--- src/rtl/pipe_pkg.sv ---
// Shared types for the elastic pipeline register: occupancy encoding and the
// packed Decode/Execute control bundle carried in the ctrl field.
package pipe_pkg;

  typedef enum logic [1:0] {
    OCC_EMPTY = 2'd0,
    OCC_ONE   = 2'd1,
    OCC_FULL  = 2'd2
  } occ_e;

  // Callers build in_ctrl with de_ctrl_t'(...) or by assigning a de_ctrl_t.
  typedef struct packed {
    logic       reg_write;
    logic       mem_write;
    logic       mem_read;
    logic       mem_to_reg;
    logic       branch;
    logic       jump;
    logic       alu_src;
    logic [3:0] alu_ctrl;
    logic [1:0] result_src;
    logic [2:0] funct3;
  } de_ctrl_t;

  localparam int DE_CTRL_WIDTH = $bits(de_ctrl_t);

endpackage

--- src/rtl/pipe_slot.sv ---
// One storage slot of the elastic register: valid flag plus ctrl and data.
// clear wins over load, load wins over drain. Draining only drops valid so
// the data field is left untouched.
module pipe_slot #(
  parameter int CTRL_WIDTH = 16,
  parameter int DATA_WIDTH = 32,
  parameter bit CLEAR_DATA = 1'b1
) (
  input  logic                  clk,
  input  logic                  rst_n,
  input  logic                  clear,
  input  logic                  load,
  input  logic                  drain,
  input  logic [CTRL_WIDTH-1:0] d_ctrl,
  input  logic [DATA_WIDTH-1:0] d_data,
  output logic                  valid,
  output logic [CTRL_WIDTH-1:0] ctrl,
  output logic [DATA_WIDTH-1:0] data
);

  // Slot register update: reset/clear, capture, or drain.
  always_ff @(posedge clk) begin
    if (!rst_n || clear) begin
      valid <= 1'b0;
      ctrl  <= '0;
      if (CLEAR_DATA) data <= '0;
    end else if (load) begin
      valid <= 1'b1;
      ctrl  <= d_ctrl;
      data  <= d_data;
    end else if (drain) begin
      valid <= 1'b0;
    end
  end

endmodule

--- src/rtl/pipereg_elastic.sv ---
// Elastic pipeline register with a 2-entry skid buffer. The main slot drives
// the outputs; the skid slot absorbs one entry when downstream stalls so that
// in_ready never depends combinationally on out_ready.
//
// state     | meaning
// OCC_EMPTY | no entry held, out_valid=0
// OCC_ONE   | main slot holds the head entry, skid empty
// OCC_FULL  | main holds head, skid holds the next entry, in_ready=0
module pipereg_elastic
  import pipe_pkg::*;
#(
  parameter int DATA_WIDTH = 32,
  parameter int CTRL_WIDTH = 16,
  parameter bit CLEAR_DATA = 1'b1
) (
  input  logic                  clk,
  input  logic                  rst_n,
  input  logic                  flush,
  input  logic                  in_valid,
  output logic                  in_ready,
  input  logic [CTRL_WIDTH-1:0] in_ctrl,
  input  logic [DATA_WIDTH-1:0] in_data,
  output logic                  out_valid,
  input  logic                  out_ready,
  output logic [CTRL_WIDTH-1:0] out_ctrl,
  output logic [DATA_WIDTH-1:0] out_data,
  output occ_e                  occupancy
);

  occ_e                  occ;
  logic                  main_valid, skid_valid;
  logic [CTRL_WIDTH-1:0] main_ctrl, skid_ctrl, main_d_ctrl;
  logic [DATA_WIDTH-1:0] main_data, skid_data, main_d_data;
  logic                  in_fire, out_fire, clr;
  logic                  main_load, main_drain, skid_load, skid_drain;

  assign in_ready  = !skid_valid;
  assign out_valid = main_valid;
  assign out_ctrl  = main_valid ? main_ctrl : '0;
  assign out_data  = main_data;
  assign occupancy = occ;

  assign in_fire  = in_valid & in_ready;
  assign out_fire = out_valid & out_ready;
  assign clr      = flush;

  // Slot control derived from occupancy and the two handshakes.
  always_comb begin
    main_load  = 1'b0;
    main_drain = 1'b0;
    skid_load  = 1'b0;
    skid_drain = 1'b0;
    unique case (occ)
      OCC_EMPTY: main_load = in_fire;
      OCC_ONE: begin
        main_load  = in_fire & out_fire;
        main_drain = !in_fire & out_fire;
        skid_load  = in_fire & !out_fire;
      end
      OCC_FULL: begin
        main_load  = out_fire;
        skid_drain = out_fire;
      end
      default: ;
    endcase
  end

  // Main refills from skid when FULL so the older entry is never overtaken.
  assign main_d_ctrl = (occ == OCC_FULL) ? skid_ctrl : in_ctrl;
  assign main_d_data = (occ == OCC_FULL) ? skid_data : in_data;

  // Occupancy state machine; reset beats flush beats normal handshakes.
  always_ff @(posedge clk) begin
    if (!rst_n) begin
      occ <= OCC_EMPTY;
    end else if (flush) begin
      occ <= OCC_EMPTY;
    end else begin
      unique case (occ)
        OCC_EMPTY: if (in_fire) occ <= OCC_ONE;
        OCC_ONE: begin
          if (in_fire && !out_fire)      occ <= OCC_FULL;
          else if (!in_fire && out_fire) occ <= OCC_EMPTY;
        end
        OCC_FULL:  if (out_fire) occ <= OCC_ONE;
        default:   occ <= OCC_EMPTY;
      endcase
    end
  end

  pipe_slot #(
    .CTRL_WIDTH(CTRL_WIDTH),
    .DATA_WIDTH(DATA_WIDTH),
    .CLEAR_DATA(CLEAR_DATA)
  ) u_main (
    .clk   (clk),
    .rst_n (rst_n),
    .clear (clr),
    .load  (main_load),
    .drain (main_drain),
    .d_ctrl(main_d_ctrl),
    .d_data(main_d_data),
    .valid (main_valid),
    .ctrl  (main_ctrl),
    .data  (main_data)
  );

  pipe_slot #(
    .CTRL_WIDTH(CTRL_WIDTH),
    .DATA_WIDTH(DATA_WIDTH),
    .CLEAR_DATA(CLEAR_DATA)
  ) u_skid (
    .clk   (clk),
    .rst_n (rst_n),
    .clear (clr),
    .load  (skid_load),
    .drain (skid_drain),
    .d_ctrl(in_ctrl),
    .d_data(in_data),
    .valid (skid_valid),
    .ctrl  (skid_ctrl),
    .data  (skid_data)
  );

endmodule

--- config.mk ---
export PLATFORM = sky130hd
export DESIGN_NAME = pipereg_elastic
export DESIGN_NICKNAME = d
export VERILOG_FILES = /design/src/rtl/pipe_pkg.sv /design/src/rtl/pipe_slot.sv /design/src/rtl/pipereg_elastic.sv
export SDC_FILE = /design/constraint.sdc
export NUM_CORES = 1
export LEC_CHECK = 0
export ABC_CLOCK_PERIOD_IN_PS = 2800
export CAP_MARGIN = 20
export CELL_PAD_IN_SITES_DETAIL_PLACEMENT = 1
export CELL_PAD_IN_SITES_GLOBAL_PLACEMENT = 2
export CORE_UTILIZATION = 29
export DETAILED_ROUTE_END_ITERATION = 12
export PLACE_DENSITY = 0.76
export SLEW_MARGIN = 20
export SYNTH_ARGS = -nofsm -noshare
export SYNTH_HDL_FRONTEND = slang
export SYNTH_SLANG_ARGS = --single-unit
--- constraint.sdc ---
create_clock -name clk -period 2.8 [get_ports clk]
set_input_delay 0.56 -clock clk [delete_from_list [all_inputs] [get_ports clk]]
set_output_delay 0.56 -clock clk [all_outputs]
set_load 0.03 [all_outputs]
==> metrics.md, run 1 <==
| Metric | Value |
|---|---|
| Status | `finished clean` |
| Dpl ws | `-0.00999 ns` |
| Vias in the first global route | `4055` |
| Reg2Reg Depth | `6` |
| Hold path cells | `2` |
| RSZ-0062 raised after global routing | `false` |
| VDD IR max | `247 uV` |
| Critical path's slowest cell | `dfxtp_1` |
| Initial antenna violation count | `0` |
| Mapped Cells | `487` |
| CP Class | `flop to primary output` |
| Clock network power share | `0.388` |
| Netlist cell types | `28` |
| Logic gate share of total power | `0.133` |
| Root buffer cell | `clkbuf_16` |
| Commonest non-fill, non-tap cell in the layout | `clkdlybuf4s50_1` |
| Final Cycle Share | `0.896` |
| I/O pin cnt | `105` |
| Skew-Pair Late Insertion Delay | `0.34 ns` |
| Fin. Hold Viols | `0` |
| Top post-synthesis cells by area | `dfxtp_1 46%, mux2i_1 11%, nand2_1 8.5%, nor4_1 6.9%, a211oi_1 6.6%` |
| Area Growth Syn to Fin | `34.4%` |
| Syn nets | `543` |
| Total core area | `0.0146 mm^2` |
| DP Cell Count | `735` |
| Max-slew violations | `0` |
| Setup violators final | `0` |
| Wirelength per Cell | `17.7 um` |
| # diodes | `0` |
| Share of post-route cells with drive strength above 1 | `0.0795` |
| Dpl hpwl | `8330 um` |
| Least-Margin Pin Slew | `0.677 ns` |
| Total Routing Usage GR | `0.173` |
| Max Fclk | `399 MHz` |
| Worst r2r dst | `u_main.data[4]` |
| Layout Nets | `618` |
| Sw frac | `0.248` |
| CTS tree | `done` |
| Largest net degree at the start of global routing | `51` |
| Critical path's top delay family | `flip-flops` |
| EDFF count, synth | `0` |
| Top-area cell type share of the netlist area | `0.461` |
| Critical path's largest stage delay | `0.68 ns` |
| Buf/Inv on CP | `1` |
| Cells along the critical path | `and2_1, clkdlybuf4s50_1` |
| Post-synthesis register bit count | `100` |
| Data arrival time of the critical path | `1.95 ns` |
| Fin worst setup slack | `0.292 ns` |
| Tmin final | `2.51 ns` |
| Commonest register cell after synthesis | `dfxtp_1` |
| Pleak | `0.00230 uW` |
| Synth warnings | `0` |
| Hold Path End | `u_skid.data[1]` |
| First-pass GRT wire length | `21400 um` |
| Area occupied by multi-input gates | `0.00213 mm^2` |
| Most frequent cells in the layout | `104 x clkdlybuf4s50_1, 100 x dfxtp_1, 99 x nand2_1` |
| Worst Path Max Fanout | `20` |
| Ys async rst share | `0` |
| Longest Clk Path Bufs | `2` |
| H-tree depth | `3` |
| Reg power frac | `0.479` |
| TritonRoute pass-1 iters | `4` |
| Sink Count | `100` |
| Num CTS Buffers | `9` |
| Seq/Total Area, Yosys | `0.461` |
| Die area | `0.0155 mm^2` |
| Gr ovfl total | `0` |
| Die Span Y | `124 um` |
| Post-Layout Cell Count | `750` |
| Final WL | `13300 um` |
| Fin Clk Skew | `0.00507 ns` |
| Hold buffer count at cts | `0` |
| Max Cap Viol | `0` |
| Via-per-instance ratio | `5.15` |
| Setup TNS Final | `0 ns` |
| Net Switching | `773 uW` |
| Row cnt | `44` |
| Cell taking the most area after synthesis | `dfxtp_1` |
| Final ANT Viol Nets | `0` |
| CP Capture Type | `primary output` |
| Vias | `3866` |
| RR Startpoint | `u_main.valid` |
| Starting Density | `0.298` |
| Post-CTS sizing | `0` |
| Register Area | `0.00200 mm^2` |
| Filler cells | `1603` |
| DIE WIDTH | `124 um` |
| Nature of the critical path startpoint | `flop` |
| Mapped Area | `0.00435 mm^2` |
| Routability Congestion | `0.722` |
| PortBufs | `104` |
| Post-CTS Setup Bufs | `0` |
| Residual DRC | `0` |
| R2r setup slk | `0.46 ns` |
| Power Dens Cells | `534 mW/mm^2` |
| Cell-internal power | `2340 uW` |
| Syn avg cell area | `8.93 um^2` |
| Violation count after the first detailed-route iteration | `168` |
| Worst Min Path Start | `u_skid.data[1]` |
| Post-route total power | `3120 uW` |
| Hold WC Path Type | `flop to flop` |
| WP data required | `2.24 ns` |
| CTS clk-pin slew, worst paths | `0.06 ns` |
| Max-slew headroom | `0.549` |
[tightest hold or removal path, cell delays in order, from the launching register on]
cell and delay [ns]:
dfxtp_1 0.31, nand2_1 0.05, a21oi_1 0.05
[metrics by stage]
stage | util | instance area (um^2) | hold slack [ns]
final | 0.400 | 5840 | 0.453
after global routing | 0.400 | 5840 | 0.474
after CTS | 0.400 | 5840 | 0.455
after detailed placement | 0.381 | 5550 | 0.446
after global placement | 0.381 | 5550 | 0.441
after floorplan | - | 4350 | 0.436
[cells in the mapped netlist, drive strengths merged, types with 2 or more instances]
cell      n
inv       4
nor4     48
clkbuf   36
nand3b    2
nand2b    3
and2     16
and3b     2
a21oi    53
buf      15
mux2i    48
dfxtp   100
a211oi   48
ha        3
nand2    99
[power by group through the flow]
stage	clock [uW]	combinational, uW	sequential, uW
after detailed placement	0	418	1530
after CTS	1250	420	1490
after global placement	0	409	1530
after global routing	1300	447	1500
final	1210	414	1490
after floorplan	0	184	1560
[cells by family (layout without fill, tap and decap cells)]
logic type,count (synthesis),count (layout),synth area share
mux,48,48,0.111
simple gates,177,177,0.204
buf+inv,55,134,0.0556
compound gates,104,104,0.161
fa+ha+maj,3,3,0.00864
flops,100,100,0.461
[cell type report]
cell class / count / share of cell area
well taps: 184 / 0.0394
multi-input cells: 332 / 0.365
clock inverters: 1 / 0.000857
flip-flops and latches: 100 / 0.343
repair buffers: 115 / 0.201
clock buffers: 14 / 0.0486
inverters: 4 / 0.00257
[per-layer routing]
layer	GRT usage	part of all wire	wire length [um]
met1	0.212	0.47	6180
met2	0.308	0.49	6550
met3	0.0296	0.029	391
met4	0.0468	0.010	135
met5	0	0	0
[state kept, by name, indices dropped and copies added (netlist names)]
register and count:
occupancy 2, u_main.ctrl 16, u_main.data 32, u_main.valid 1, u_skid.ctrl 16, u_skid.data 32
u_skid.valid 1
[how the worst max path moves through the flow]
| stage | from | endpoint | slack [ns] | cells past startpoint |
|---|---|---|---|---|
| floorplan | out_ready | u_main.ctrl[10] | 0.67 | 9 |
| global placement | out_ready | u_main.ctrl[2] | 0.11 | 7 |
| detailed placement | out_ready | u_main.data[4] | -0.01 | 7 |
| CTS | u_main.valid | out_ctrl[15] | 0.25 | 2 |
| global route | u_main.valid | out_ctrl[14] | 0.19 | 2 |
| finish | u_main.valid | out_ctrl[15] | 0.29 | 2 |
Power figures use the tool's default switching activity.
==> inputs of run 2 (changes only) <==
--- a/config.mk
+++ b/config.mk
@@ -9,7 +9,9 @@
 export CAP_MARGIN = 20
 export CELL_PAD_IN_SITES_DETAIL_PLACEMENT = 1
 export CELL_PAD_IN_SITES_GLOBAL_PLACEMENT = 2
+export CORE_MARGIN = 1
 export CORE_UTILIZATION = 29
+export CTS_CLUSTER_DIAMETER = 200
 export DETAILED_ROUTE_END_ITERATION = 12
 export PLACE_DENSITY = 0.76
 export SLEW_MARGIN = 20
==> results of run 2 <==
Same layout as run 1: the final DEF is identical, and so are final timing and power.
